===== src/rtl/cordic_vectoring_atan.sv =====
// Iterative vectoring-mode CORDIC: converts a Cartesian vector (x, y) into
// its principal angle atan(y/x) in Q2.20 radians and its gain-scaled
// magnitude. One micro-rotation per clock, 16 iterations per job.
module cordic_vectoring_atan #(
  parameter int WIDTH      = 22,
  parameter int ITERATIONS = 16
) (
  input  logic             clk,
  input  logic             reset,
  input  logic             start,
  input  logic [WIDTH-1:0] x_in,
  input  logic [WIDTH-1:0] y_in,
  output logic             busy,
  output logic             done,
  output logic [WIDTH-1:0] angle_out,
  output logic [WIDTH+1:0] mag_out,
  output logic             x_neg,
  output logic             zero_vec
);

  localparam int XW = WIDTH + 2;
  localparam int CW = $clog2(ITERATIONS);

  typedef enum logic {
    IDLE,
    ITER
  } state_t;

  state_t state_q, state_d;

  logic signed [XW-1:0]    x_q, y_q;
  logic signed [WIDTH-1:0] z_q;
  logic [CW-1:0]           cnt_q;
  logic                    xneg_q, zero_q;

  logic                    accept, last;
  logic signed [XW-1:0]    x_ext, y_ext, x_load, y_load;
  logic signed [XW-1:0]    x_sh, y_sh, x_nx, y_nx;
  logic signed [WIDTH-1:0] atan_i, z_nx;

  // Arctangent table, atan(2^-i) in Q2.20.
  always_comb begin
    atan_i = '0;
    case (cnt_q)
      4'd0:  atan_i = WIDTH'(20'hC90FD);
      4'd1:  atan_i = WIDTH'(20'h76B19);
      4'd2:  atan_i = WIDTH'(20'h3EB6E);
      4'd3:  atan_i = WIDTH'(20'h1FD5B);
      4'd4:  atan_i = WIDTH'(20'h0FFAA);
      4'd5:  atan_i = WIDTH'(20'h07FF5);
      4'd6:  atan_i = WIDTH'(20'h03FFE);
      4'd7:  atan_i = WIDTH'(20'h01FFF);
      4'd8:  atan_i = WIDTH'(20'h00FFF);
      4'd9:  atan_i = WIDTH'(20'h007FF);
      4'd10: atan_i = WIDTH'(20'h003FF);
      4'd11: atan_i = WIDTH'(20'h001FF);
      4'd12: atan_i = WIDTH'(20'h000FF);
      4'd13: atan_i = WIDTH'(20'h0007F);
      4'd14: atan_i = WIDTH'(20'h0003F);
      4'd15: atan_i = WIDTH'(20'h0001F);
      default: atan_i = '0;
    endcase
  end

  // Input fold into the right half-plane; sign-extend before negating so
  // that -2.0 becomes +2.0 without wrapping.
  always_comb begin
    x_ext  = {{2{x_in[WIDTH-1]}}, x_in};
    y_ext  = {{2{y_in[WIDTH-1]}}, y_in};
    x_load = x_ext;
    y_load = y_ext;
    if (x_in[WIDTH-1]) begin
      x_load = -x_ext;
      y_load = -y_ext;
    end
  end

  // One micro-rotation driving y toward zero; x and y use their old values.
  always_comb begin
    x_sh = x_q >>> cnt_q;
    y_sh = y_q >>> cnt_q;
    x_nx = x_q;
    y_nx = y_q;
    z_nx = z_q;
    if (!y_q[XW-1]) begin
      x_nx = x_q + y_sh;
      y_nx = y_q - x_sh;
      z_nx = z_q + atan_i;
    end else begin
      x_nx = x_q - y_sh;
      y_nx = y_q + x_sh;
      z_nx = z_q - atan_i;
    end
  end

  // FSM state register.
  always_ff @(posedge clk or negedge reset) begin
    if (!reset) state_q <= IDLE;
    else        state_q <= state_d;
  end

  // Next-state logic: accept in IDLE, leave ITER after the final iteration.
  always_comb begin
    state_d = state_q;
    accept  = 1'b0;
    last    = 1'b0;
    case (state_q)
      IDLE: begin
        if (start) begin
          accept  = 1'b1;
          state_d = ITER;
        end
      end
      ITER: begin
        if (cnt_q == CW'(ITERATIONS - 1)) begin
          last    = 1'b1;
          state_d = IDLE;
        end
      end
      default: state_d = IDLE;
    endcase
  end

  // Datapath and result registers; outputs change only on done or reset.
  always_ff @(posedge clk or negedge reset) begin
    if (!reset) begin
      x_q       <= '0;
      y_q       <= '0;
      z_q       <= '0;
      cnt_q     <= '0;
      xneg_q    <= 1'b0;
      zero_q    <= 1'b0;
      busy      <= 1'b0;
      done      <= 1'b0;
      angle_out <= '0;
      mag_out   <= '0;
      x_neg     <= 1'b0;
      zero_vec  <= 1'b0;
    end else begin
      done <= 1'b0;
      if (accept) begin
        x_q    <= x_load;
        y_q    <= y_load;
        z_q    <= '0;
        cnt_q  <= '0;
        xneg_q <= x_in[WIDTH-1];
        zero_q <= (x_in == '0) && (y_in == '0);
        busy   <= 1'b1;
      end else if (state_q == ITER) begin
        x_q   <= x_nx;
        y_q   <= y_nx;
        z_q   <= z_nx;
        cnt_q <= cnt_q + 1'b1;
        if (last) begin
          angle_out <= zero_q ? '0 : z_nx;
          mag_out   <= zero_q ? '0 : unsigned'(x_nx);
          x_neg     <= xneg_q;
          zero_vec  <= zero_q;
          done      <= 1'b1;
          busy      <= 1'b0;
        end
      end
    end
  end

endmodule

===== config.mk =====
export PLATFORM = sky130hd
export DESIGN_NAME = cordic_vectoring_atan
export DESIGN_NICKNAME = d
export VERILOG_FILES = /design/src/rtl/cordic_vectoring_atan.sv
export SDC_FILE = /design/constraint.sdc
export NUM_CORES = 1
export LEC_CHECK = 0
export BUFFER_PORTS_ARGS = -buffer_cell sky130_fd_sc_hd__buf_4
export CAP_MARGIN = 0
export CORE_AREA = 2 2 172 174
export DETAILED_ROUTE_END_ITERATION = 8
export DIE_AREA = 0 0 174 176
export SLEW_MARGIN = 25
export SYNTH_ARGS = -nofsm -noshare
export SYNTH_HDL_FRONTEND = slang
export SYNTH_SLANG_ARGS = --single-unit

===== constraint.sdc =====
create_clock -name clk -period 8.7 [get_ports clk]
set_input_delay 1.305 -clock clk [delete_from_list [all_inputs] [get_ports clk]]
set_output_delay 1.305 -clock clk [all_outputs]
set_load 0.02 [all_outputs]

==> results.md <==
* Final setup fails at 0
* Slowest CP cell: a222oi_1
* Die Ht at 176 µm
* Vias in the first global route at 11100
* Critical path fanouts, max at 39
* Port bufs at 96
* Largest net degree at the start of global routing at 71
* Nets@finish at 1671
* Post-synth EDFFs at 0
* Period utilisation layout at 0.708
* Fin. max-slew vios at 0
* Die footprint at 30600 µm²
* Per-cell routed wire length at 19.3 µm
* CTS Buf Count at 17
* Post-CTS resize count at 0
* Final HPWL DP at 27.3 mm
* Synthesized area per cell at 8.60 µm²
* Max_cap viols at 0
* Status: complete, no violations
* DRC at 0
* Min-Delay Path Class: flop to flop
* Startpoint Class: flop
* P&R area growth vs syn at 12.3%
* Row cnt at 62
* Initial antenna violation count at 0
* H-tree depth at 4
* Most frequent cells after synthesis: nand2_1, o21ai_0, dfrtp_1
* Via count at 11700
* Post-synth top area share at 0.248
* Final Routed Wirelength at 37.3 mm
* N_diodes at 0
* Crit path largest cell delay at 720 ps
* Cell taking the most area after synthesis: dfrtp_1
* Num ports at 97
* CTS Buffer Depth at 2
* Hold_buf cts at 0
* Crit path time final at 6160 ps
* Slew HR at 0.370
* Worst Tran Pin Value at 944 ps
* Setup CP Type: flop to flop
* Share of cells above drive strength 1 at 0.154
* Worst-path clk slew at 70 ps
* Postcts setup bufs at 0
* Worst-path cell chain: buf_4 > mux4_2 > a222oi_1 > nand3_2 > nor4_1 > nor3_1 > a21oi_1 > o221ai_1 > ha_1 > a21oi_1 > o22ai_1 > a21oi_1 > a211oi_1 > a2111oi_0 > xnor2_1 > xor2_1 > a22o_1
* Synthesized instance count at 1489
* Worst-Skew Late Latency at 450 ps
* First-pass GRT wire length at 60.1 mm
* WP data arrival at 6500 ps
* Post-synth top flop: dfrtp_1
* Hold Fails Final Rpt at 0
* Tot GR Track Use at 0.245
* Net Count, Synth at 1626
* RSZ-0062 raised after global routing: no
* Post-route ant nets at 0
* Fillers at 2762
* Cell with the most instances after synthesis: nand2_1
* DR iter-0 viols at 990
* Register area share after synthesis at 0.248
* Die W at 174 µm
* FF+latch count, synth at 127
* Share of flip-flops with an asynchronous set or reset at 1.00
* Clock Skew at 14.5 ps
* Mapped Area at 12800 µm²
* Routability congestion estimate at 0.894
* Core ar. at 28500 µm²
* Fmax at 162 MHz
* Top post-synthesis cells by area: dfrtp_1, ha_1, mux4_2
* Starting Density at 0.449
* Root buffer cell: clkbuf_16
* Clock sinks at 127
* Synth warnings at 0
* Netlist cell types at 73
* Grt total ovfl at 0
* Cell mode on critical path: a21oi_1
* Vias per cell at 6.05
* CP required at 9030 ps
* CTS tree: built
* Crit path capture type: flop
* Pre-Repair DR Iteration Count at 5
* Fin Setup TNS at 0 ps
==> logic make-up after synthesis <==
kind of cell               after synthesis  synth area share
AOI/OAI and AO/OA                      469             0.237
and+or+nand+nor                        426             0.158
DFF                                    127             0.248
xor gates and xnor gates               150             0.103
adders and majority gates               90            0.0897
muxes                                  100             0.125
buffers and inverters                  127            0.0392
==> final cells by class <==
class	count	area, µm²	share of cell area
clock buffer	18	429	0.0298
clock inverter	14	158	0.0110
inverter	41	154	0.0107
multi-input combinational	1235	9130	0.635
sequential	127	3180	0.221
tap	384	480	0.0334
timing repair buffer	112	845	0.0587
==> worst paths after layout <==
check / start / cells past startpoint / end / slack, ps
setup / recovery: cnt_q[0] / 17 / mag_out[23] / 2540
hold / removal: xneg_q / 2 / x_neg / 480
setup reg to reg: cnt_q[0] / 17 / mag_out[23] / 2540
hold reg to reg: xneg_q / 2 / x_neg / 480
max in group asynchronous: reset / 2 / state_q / 6460
min in group asynchronous: reset / 1 / angle_out[1] / 830
==> worst max-delay path: cells and delay by family, from the launching register on <==
kind                       cells  cell delay, ps
DFF                            1             660
and+or+nand+nor                3            1020
adders and majority gates      1             380
muxes                          1             630
AOI/OAI and AO/OA              9            2370
xor gates and xnor gates       2             400
buffers and inverters          1             590
==> per-layer routing <==
metal / GRT usage / part of all wire / vias up
met5: 0 / 0 / -
met4: 0.0931 / 0.032 / 0
met3: 0.0381 / 0.054 / 58
met2: 0.399 / 0.46 / 375
met1: 0.329 / 0.45 / 5641
li1: - / - / 5618
==> cells in the final DEF, fill, tap and decap left out, drive strengths merged, types with 7 or more instances in the layout <==
cell / Yosys / layout
nor3: 34 / 34
clkbuf: 57 / 18
nor4: 9 / 9
or4: 11 / 11
nand3: 25 / 25
mux2i: 27 / 27
o21a: 9 / 9
o211ai: 20 / 20
inv: 40 / 45
ha: 87 / 87
nor2b: 15 / 15
o22ai: 10 / 10
a22o: 57 / 57
mux4: 45 / 45
and3: 12 / 12
xor2: 77 / 77
dfrtp: 127 / 127
nor3b: 7 / 7
nand2b: 16 / 16
buf: 29 / 112
xnor2: 73 / 73
nor2: 85 / 85
a211oi: 8 / 8
a31oi: 23 / 23
or3: 12 / 12
o31ai: 19 / 19
a21o: 34 / 34
nand2: 180 / 180
mux2: 28 / 28
o21ai: 133 / 133
a21oi: 99 / 99
==> metrics by stage <==
step / instances / utilization / worst slack, ps / area (µm²) / hold WS (ps)
6_report: 1931 / 0.504 / 2540 / 14400 / 482
5_1_grt: 1931 / 0.504 / 1980 / 14400 / 517
3_5_place_dp: 1899 / 0.483 / 2570 / 13800 / 468
4_1_cts: 1931 / 0.504 / 2550 / 14400 / 489
3_3_place_gp: 1899 / 0.483 / 2710 / 13800 / 459
2_1_floorplan: 1489 / - / 3360 / 12800 / 433
==> registers in the layout, indices dropped and copies added (netlist names) <==
| signal | cells |
|---|---|
| angle_out | 22 |
| busy | 1 |
| cnt_q | 4 |
| done | 1 |
| mag_out | 24 |
| state_q | 1 |
| x_neg | 1 |
| x_q | 24 |
| xneg_q | 1 |
| y_q | 24 |
| z_q | 22 |
| zero_q | 1 |
| zero_vec | 1 |
Power is not shown: default switching activity piles up to over one toggle a cycle in this logic, so the estimate is an artifact.
